[config.mk]
export PLATFORM = sky130hd
export DESIGN_NAME = register_array_pq
export DESIGN_NICKNAME = d
export VERILOG_FILES = /design/src/rtl/register_array_pkg.sv /design/src/rtl/ra_cmp_swap.sv /design/src/rtl/register_array_pq.sv
export SDC_FILE = /design/constraint.sdc
export NUM_CORES = 2
export LEC_CHECK = 0
export ABC_CLOCK_PERIOD_IN_PS = 13400
export BUFFER_PORTS_ARGS = -buffer_cell sky130_fd_sc_hd__clkbuf_2
export CORE_MARGIN = 2
export CORE_UTILIZATION = 40
export DETAILED_ROUTE_END_ITERATION = 12
export GPL_TIMING_DRIVEN = 0
export PLACE_DENSITY = 0.55
export REMOVE_ABC_BUFFERS = 1
export SLEW_MARGIN = 20
export SYNTH_ARGS = -nofsm -noshare
export SYNTH_HDL_FRONTEND = slang
export SYNTH_SLANG_ARGS = --single-unit
[constraint.sdc]
create_clock -name CLK -period 13.4 [get_ports CLK]
set_input_delay 1.34 -clock CLK [delete_from_list [all_inputs] [get_ports CLK]]
set_output_delay 1.34 -clock CLK [all_outputs]
set_load 0.005 [all_outputs]
[src/rtl/register_array_pkg.sv]
`default_nettype none
`timescale 1ns / 1ps
// +------------------------------------------------------------------+
// | Package   : register_array_pkg                                   |
// | Purpose   : Shared types for the register-array priority queue:  |
// |             operation codes, slot record and FSM states.         |
// | Revision  : 1.0  initial release                                 |
// +------------------------------------------------------------------+
package register_array_pkg;

  // Widest key any instance may carry. Instances hold narrower keys
  // zero-extended, so unsigned ordering is unaffected.
  localparam int unsigned RA_KEY_MAX_W = 64;

  typedef enum logic [1:0] {
    OP_NOP     = 2'd0,
    OP_ENQ     = 2'd1,
    OP_DEQ     = 2'd2,
    OP_REPLACE = 2'd3
  } ra_op_e;

  // One storage slot; an invalid slot ranks below every valid key.
  typedef struct packed {
    logic                    valid;
    logic [RA_KEY_MAX_W-1:0] key;
  } ra_slot_t;

  typedef enum logic [0:0] {
    ST_IDLE   = 1'b0,
    ST_SETTLE = 1'b1
  } ra_state_e;

endpackage
`default_nettype wire

[src/rtl/ra_cmp_swap.sv]
`default_nettype none
`timescale 1ns / 1ps
// +------------------------------------------------------------------+
// | Module    : ra_cmp_swap                                          |
// | Purpose   : Two-input compare-exchange on slot records. o_hi     |
// |             receives the better entry (largest key when          |
// |             MAX_FIRST=1, smallest otherwise; valid beats invalid)|
// | Revision  : 1.0  initial release                                 |
// +------------------------------------------------------------------+
module ra_cmp_swap
  import register_array_pkg::*;
#(
  parameter int MAX_FIRST = 1
) (
  input  ra_slot_t i_a,
  input  ra_slot_t i_b,
  output ra_slot_t o_hi,
  output ra_slot_t o_lo
);

  logic w_b_better;

  // Decide whether b outranks a; ties keep the original order.
  always_comb begin
    w_b_better = 1'b0;
    if (i_a.valid != i_b.valid) begin
      w_b_better = i_b.valid;
    end else if (i_a.valid) begin
      if (MAX_FIRST != 0) w_b_better = (i_b.key > i_a.key);
      else                w_b_better = (i_b.key < i_a.key);
    end
  end

  assign o_hi = w_b_better ? i_b : i_a;
  assign o_lo = w_b_better ? i_a : i_b;

endmodule
`default_nettype wire

[src/rtl/register_array_pq.sv]
`default_nettype none
`timescale 1ns / 1ps
// +------------------------------------------------------------------+
// | Module    : register_array_pq                                    |
// | Purpose   : Register-array priority queue. Slots are re-ordered  |
// |             every cycle by a pair / cross / head compare-exchange|
// |             network; each accepted op is followed by one SETTLE  |
// |             cycle so the head is correct whenever o_ready is high|
// | Revision  : 1.0  initial release                                 |
// +------------------------------------------------------------------+
module register_array_pq
  import register_array_pkg::*;
#(
  parameter int QUEUE_SIZE = 16,
  parameter int DATA_WIDTH = 16,
  parameter int MAX_FIRST  = 1
) (
  input  logic                              CLK,
  input  logic                              RSTn,
  input  logic                              i_op_valid,
  input  logic [1:0]                        i_op,
  input  logic [DATA_WIDTH-1:0]             i_data,
  output logic                              o_ready,
  output logic [DATA_WIDTH-1:0]             o_top_data,
  output logic                              o_top_valid,
  output logic [$clog2(QUEUE_SIZE+1)-1:0]   o_count,
  output logic                              o_full,
  output logic                              o_empty,
  output logic                              o_err
);

  localparam int                c_cnt_w    = $clog2(QUEUE_SIZE + 1);
  localparam int                c_n_pair   = QUEUE_SIZE / 2;
  localparam int                c_n_cross  = (QUEUE_SIZE - 1) / 2;
  localparam logic [c_cnt_w-1:0] c_full_cnt = c_cnt_w'(QUEUE_SIZE);

  ra_slot_t  r_slot    [QUEUE_SIZE];
  ra_slot_t  w_op_slot [QUEUE_SIZE];
  ra_slot_t  w_pair    [QUEUE_SIZE];
  ra_slot_t  w_cross   [QUEUE_SIZE];
  ra_slot_t  w_next    [QUEUE_SIZE];
  ra_slot_t  w_new_slot;
  logic      w_hole;

  ra_state_e          r_state;
  logic               r_ready;
  logic               r_err;
  logic [c_cnt_w-1:0] r_count;

  ra_op_e w_op;
  logic   w_full, w_empty, w_req;
  logic   w_do_insert, w_do_deq, w_do_repl, w_accept, w_reject;

  assign w_op    = ra_op_e'(i_op);
  assign w_full  = (r_count == c_full_cnt);
  assign w_empty = (r_count == '0);
  assign w_req   = i_op_valid && r_ready;

  // REPLACE on an empty queue is treated as an insertion.
  assign w_do_insert = w_req && (((w_op == OP_ENQ) && !w_full) ||
                                 ((w_op == OP_REPLACE) && w_empty));
  assign w_do_deq    = w_req && (w_op == OP_DEQ) && !w_empty;
  assign w_do_repl   = w_req && (w_op == OP_REPLACE) && !w_empty;
  assign w_accept    = w_do_insert || w_do_deq || w_do_repl;
  assign w_reject    = w_req && (((w_op == OP_ENQ) && w_full) ||
                                 ((w_op == OP_DEQ) && w_empty));

  // Apply the accepted operation to the slot image ahead of the network.
  // Insertion shifts right only up to the first free slot, so an invalid
  // bubble still sinking after a recent DEQ is consumed instead of pushing
  // a valid entry off the end.
  always_comb begin
    w_new_slot                        = '0;
    w_new_slot.valid                  = 1'b1;
    w_new_slot.key[DATA_WIDTH-1:0]    = i_data;
    w_hole                            = 1'b0;
    for (int j = 0; j < QUEUE_SIZE; j++) w_op_slot[j] = r_slot[j];
    if (w_do_insert) begin
      w_op_slot[0] = w_new_slot;
      for (int j = 1; j < QUEUE_SIZE; j++) begin
        w_hole = w_hole || !r_slot[j-1].valid;
        if (!w_hole) w_op_slot[j] = r_slot[j-1];
      end
    end else if (w_do_deq) begin
      w_op_slot[0].valid = 1'b0;
    end else if (w_do_repl) begin
      w_op_slot[0].key = w_new_slot.key;
    end
  end

  // Pair stage: order (2i, 2i+1); an odd last slot passes through.
  for (genvar gi = 0; gi < c_n_pair; gi++) begin : g_pair
    ra_cmp_swap #(.MAX_FIRST(MAX_FIRST)) u_cs (
      .i_a (w_op_slot[2*gi]),   .i_b (w_op_slot[2*gi+1]),
      .o_hi(w_pair[2*gi]),      .o_lo(w_pair[2*gi+1])
    );
  end
  if (QUEUE_SIZE % 2 == 1) begin : g_pair_odd
    assign w_pair[QUEUE_SIZE-1] = w_op_slot[QUEUE_SIZE-1];
  end

  // Cross stage: order (2i-1, 2i); slot 0 and an even-size last slot pass.
  assign w_cross[0] = w_pair[0];
  for (genvar gi = 1; gi <= c_n_cross; gi++) begin : g_cross
    ra_cmp_swap #(.MAX_FIRST(MAX_FIRST)) u_cs (
      .i_a (w_pair[2*gi-1]),    .i_b (w_pair[2*gi]),
      .o_hi(w_cross[2*gi-1]),   .o_lo(w_cross[2*gi])
    );
  end
  if (QUEUE_SIZE % 2 == 0) begin : g_cross_even
    assign w_cross[QUEUE_SIZE-1] = w_pair[QUEUE_SIZE-1];
  end

  // Head stage: slot 0 takes the better of the re-formed pair 0.
  ra_cmp_swap #(.MAX_FIRST(MAX_FIRST)) u_head_cs (
    .i_a (w_cross[0]), .i_b (w_cross[1]),
    .o_hi(w_next[0]),  .o_lo(w_next[1])
  );
  for (genvar gi = 2; gi < QUEUE_SIZE; gi++) begin : g_tail
    assign w_next[gi] = w_cross[gi];
  end

  // Slot storage follows the network output every cycle.
  always_ff @(posedge CLK or negedge RSTn) begin
    if (!RSTn) begin
      for (int j = 0; j < QUEUE_SIZE; j++) r_slot[j] <= '0;
    end else begin
      for (int j = 0; j < QUEUE_SIZE; j++) r_slot[j] <= w_next[j];
    end
  end

  // Entry count moves on the accepting edge.
  always_ff @(posedge CLK or negedge RSTn) begin
    if (!RSTn)            r_count <= '0;
    else if (w_do_insert) r_count <= r_count + c_cnt_w'(1);
    else if (w_do_deq)    r_count <= r_count - c_cnt_w'(1);
  end

  // Control FSM: one SETTLE cycle after every accepted op; error pulse.
  always_ff @(posedge CLK or negedge RSTn) begin
    if (!RSTn) begin
      r_state <= ST_IDLE;
      r_ready <= 1'b1;
      r_err   <= 1'b0;
    end else begin
      r_err <= w_reject;
      case (r_state)
        ST_IDLE: begin
          if (w_accept) begin
            r_state <= ST_SETTLE;
            r_ready <= 1'b0;
          end
        end
        default: begin
          r_state <= ST_IDLE;
          r_ready <= 1'b1;
        end
      endcase
    end
  end

  assign o_ready     = r_ready;
  assign o_top_valid = r_slot[0].valid;
  assign o_top_data  = r_slot[0].valid ? r_slot[0].key[DATA_WIDTH-1:0] : '0;
  assign o_count     = r_count;
  assign o_full      = w_full;
  assign o_empty     = w_empty;
  assign o_err       = r_err;

endmodule
`default_nettype wire

* Yosys cells after proc, flatten, opt, wreduce, memory -nomap -nowiden *
Cells that the tools add are included.

storage, ports and cells
  register bits after elaboration = 1048
  input bits = 21
  output and inout bits = 26
  word-level logic and storage cells = 214

operators by class
  $add $sub $neg = 2
  $lt $le $gt $ge = 16
  equal/unequal tests = 20
  muxes and demuxes = 91
  reductions and logical operators = 49

operators by type and width
  operator             count
  $mux 65              48
  $gt 64x64->1         16
  $mux 975             1
  $mux 64              2
  $mux 1               37
  $logic_or 1x1->1     18
  $logic_not 1->1      17
  $mux 16              1
  $ne 1x1->1           16
  $logic_and 1x1->1    11
  $mux 5               2
  $add 5x1->5 const B  1
  $eq 5x5->1 const B   1
  $logic_not 5->1      1
  $sub 5x1->5 const B  1
  $eq 2x2->1 const B   2
  $reduce_bool 2->1    2
  $eq 2x1->1 const B   1

* Logic depth before layout (Yosys ltp) *
  depth after elaboration = 29
  mapped depth = 52
  depth with buffers taken out = 39

* By module *
From an unflattened synthesis, not the netlist that was laid out.

unflattened totals
  cells, all modules = 8450
  area, all modules = 91938.2 um^2

by module, submodules not included
  module             times used  cells each  area an instance (um^2)  seq. area each (um^2)
  ra_cmp_swap        16          385         3274.4                   0.0
  register_array_pq  1           2290        39547.9                  26226.4

* Worst setup path after synthesis *
Ideal clock, no wire load.

  path type = input-to-reg
  start point = input port i_op[0]
  end point = register, netlist name r_slot[970]
  setup time = 0.099 ns
  data arrival time = 11.634 ns
  data required time = 13.301 ns
  path slack = 1.666 ns
  stages on the path = 48
  buffers on the path = 11
  cell sequence = clkbuf_1 -> and3_1 -> o2111a_1 -> buf_2 -> clkbuf_1 -> clkbuf_1 -> mux2i_1 -> inv_1 -> ha_1 -> nand4_1 -> nor4_1 -> a221oi_1 -> a211oi_1 -> nor3_1 -> a21o_1 -> nor3_1 -> clkbuf_1 -> clkbuf_1 -> [12 not listed] -> buf_2 -> buf_2 -> nand3_1 -> o21ai_0 -> ha_1 -> a21o_1 -> a21o_1 -> a21o_1 -> a21oi_1 -> nor2b_1 -> o21ai_0 -> a211oi_1 -> a2111oi_0 -> a21o_1 -> clkbuf_1 -> clkbuf_1 -> nor2_1 -> a311oi_1

RTL lines
  item         RTL line                 source
  from (decl)  register_array_pq.sv:21  input logic [1:0] i_op,

==> run metrics <==
status complete, no violations; leading register cell type out of synthesis sky130_fd_sc_hd__dfrtp_1; fin cells 13971; Via-to-Cell Ratio 5.905; total congestion overflow 0; number of warnings printed during yosys synthesis 0; stage delay of the slowest cell on the critical path 510 ps; Die Area 245100 sq um; half-perimeter wire length of the detailed placement result 218400 um; data required time at the worst endpoint 14090 ps; post-route fraction of the period consumed by the critical path 0.9714; number of buffer cells added on primary ports 46; remaining antenna violation count after routing 0; number of design rule violations left after detail routing 0; type of the worst setup path reg -> reg; share of Yosys cell area claimed by the top area cell type 0.2717; summed instance area of the synthesized netlist 96450 sq um; Bufs on Longest Clock Path 3; global-route wire length before repair 462000 um; core box area 240100 sq um; max-capacitance violation count 0; height of the chip 495.0 um; Worst Path Arrival 13700 ps; leading cell types in the layout, fill and taps excluded 1396 x sky130_fd_sc_hd__mux2i_1, 1040 x sky130_fd_sc_hd__dfrtp_1, 1024 x sky130_fd_sc_hd__ha_1; wire length after detailed routing 293300 um; worst skew pair latency 820 ps; placed insts 13665; most common cell after layout, fill and taps aside sky130_fd_sc_hd__mux2i_1; initial antenna violation count 2; mean area per synthesized cell 8.840 sq um; relative slew slack 0.1772; dominant cell type by area after synthesis sky130_fd_sc_hd__dfrtp_1; Gate Count Post-Synth 10910; final worst path period need 13020 ps; drt wl/cell 21.00 um; count of filler cells inserted in the layout 22880; number of clock buffers inserted by TritonCTS 140; initial standard-cell utilization of the core 0.4017; Total Nets Final 11718; worst hold slack 440.9 ps; endpoint kind of the worst setup timing path register; biggest fanout along the worst timing path 35; Core Rows 180; TritonCTS clock tree done; max-slew violation count 0; final hold viol count 0; actual transition at the worst max-transition pin 1221 ps; number of enable flip-flop cells after synthesis 0; total setup violations reported at the end of the flow 0; P&R area growth vs syn 12.69%; CTS Root Buffer Type sky130_fd_sc_hd__clkbuf_16; number of DRC markers in iteration 0 6050; vias after detailed routing 82494; ys async rst share 1.000; Min-Delay Path Class in -> async; CP max stage cell sky130_fd_sc_hd__or4_4; multi-input combinational cell area 64950 sq um; weighted congestion reported at the end of routability-driven placement 0.8600; register area 26250 sq um; Area contributors post-synth sky130_fd_sc_hd__dfrtp_1 27%, sky130_fd_sc_hd__mux2i_1 15%, sky130_fd_sc_hd__ha_1 13%; vias in the first global route 79885; first-pass iteration count of the detailed router 9; sequential share of the synthesized area 0.2719; overall global routing resource usage 0.2316; hold buffer count at cts 0; count of boundary I/O pins 47; number of unique standard cell types used by synthesis 87; startpoint kind of the worst setup timing path register; Max Clk Rate 0.07682 GHz; number of levels in the clock H-tree 4; pin count of the biggest net entering global routing 87; share of post-route cells with drive strength above 1 0.1422; horizontal die dimension 495.0 um; sinks on the clock net 1048; register bit total from synthesis 1048; Worst Clk Skew 25.81 ps; setup TNS 0 ps; clock transition time at the flip-flop clock pins of the worst setup and hold paths 60 ps; most repeated library cell on the critical path sky130_fd_sc_hd__buf_4
==> cells by family after synthesis <==
logic type,Yosys count,share of synthesized area
simple gates,2553,0.1210
compound gates,2522,0.1810
mux,2087,0.2254
buf+inv,1671,0.06734
flops,1048,0.2719
fa+ha+maj,1025,0.1330
xor+xnor,4,0.0003633
==> worst paths after layout <==
kind | startpoint | end | slack [ps] | cells past startpoint
min in group CLK | r_state | o_ready | 510 | 2
setup reg to reg | o_count[1] | r_slot[920] | 380 | 56
hold reg to reg | r_state | o_ready | 510 | 2
setup / recovery | o_count[1] | r_slot[920] | 380 | 56
hold / removal | RSTn | r_slot[1025] | 440 | 1
max in group asynchronous | RSTn | r_slot[8] | 10220 | 7
==> critical path: cells and delay by family (launching register included) <==
kind	cells	cell delay [ps]
buffers and inverters	21	3860
AO/OA/AOI/OAI	17	3720
AND/OR/NAND/NOR	14	3630
adder cells (fa/ha/maj)	3	770
flip-flops	1	480
multiplexers	1	280
==> routing by layer <==
| layer | GRT usage | part of all wire | vias up |
|---|---|---|---|
| met4 | 0.07666 | 0.032 | 0 |
| li1 | - | - | 39886 |
| met2 | 0.3758 | 0.46 | 2089 |
| met1 | 0.3211 | 0.47 | 40077 |
| met5 | 0 | 0 | - |
| met3 | 0.02376 | 0.042 | 442 |
==> cell usage after synthesis (all sizes together), types with 80 or more instances <==
master	count
nand2b	87
a21oi	476
dfrtp	1047
o22ai	199
clkbuf	512
o32ai	131
nand2	1007
o21ai	407
nand4	327
o311ai	117
inv	925
o211ai	86
mux2i	1414
nor2	612
a211oi	90
or2	80
o221ai	230
nand3	195
a21o	346
ha	1024
mux2	673
buf	234
==> state kept, by name (all words and copies together), names as in the netlist <==
signal / cells
r_state: 1
o_count: 5
o_top_valid: 1
r_slot: 1039
o_ready: 1
o_err: 1
==> through the flow <==
| step | setup WS (ps) | util | instance area [sq um] |
|---|---|---|---|
| CTS | 38.04 | 0.4507 | 108200 |
| global placement | -52400 | 0.4067 | 97640 |
| finish | 383.3 | 0.4527 | 108700 |
| detailed placement | -4422 | 0.4285 | 102900 |
| floorplan | -23960 | - | 93420 |
| global route | -22.07 | 0.4527 | 108700 |
==> cell type report <==
class,instances,area share
Multi-Input combinational cell,8201,0.5976
Sequential cell,1048,0.2415
Timing Repair Buffer,356,0.04867
Tap cell,3185,0.03667
Clock buffer,192,0.03662
Inverter,925,0.03197
Clock inverter,62,0.006953
Antenna cell,2,0.00004605
==> timing repair <==
item	4_1_cts	5_1_grt
setup buffers	23	21
pin swaps	21	24
resized for setup	67	61
cloned	6	4
setup endpoints to repair	266	227
Power is left out: the tool's default activity adds up to more than one toggle a clock period on the data nets, which glitch-free logic cannot reach.
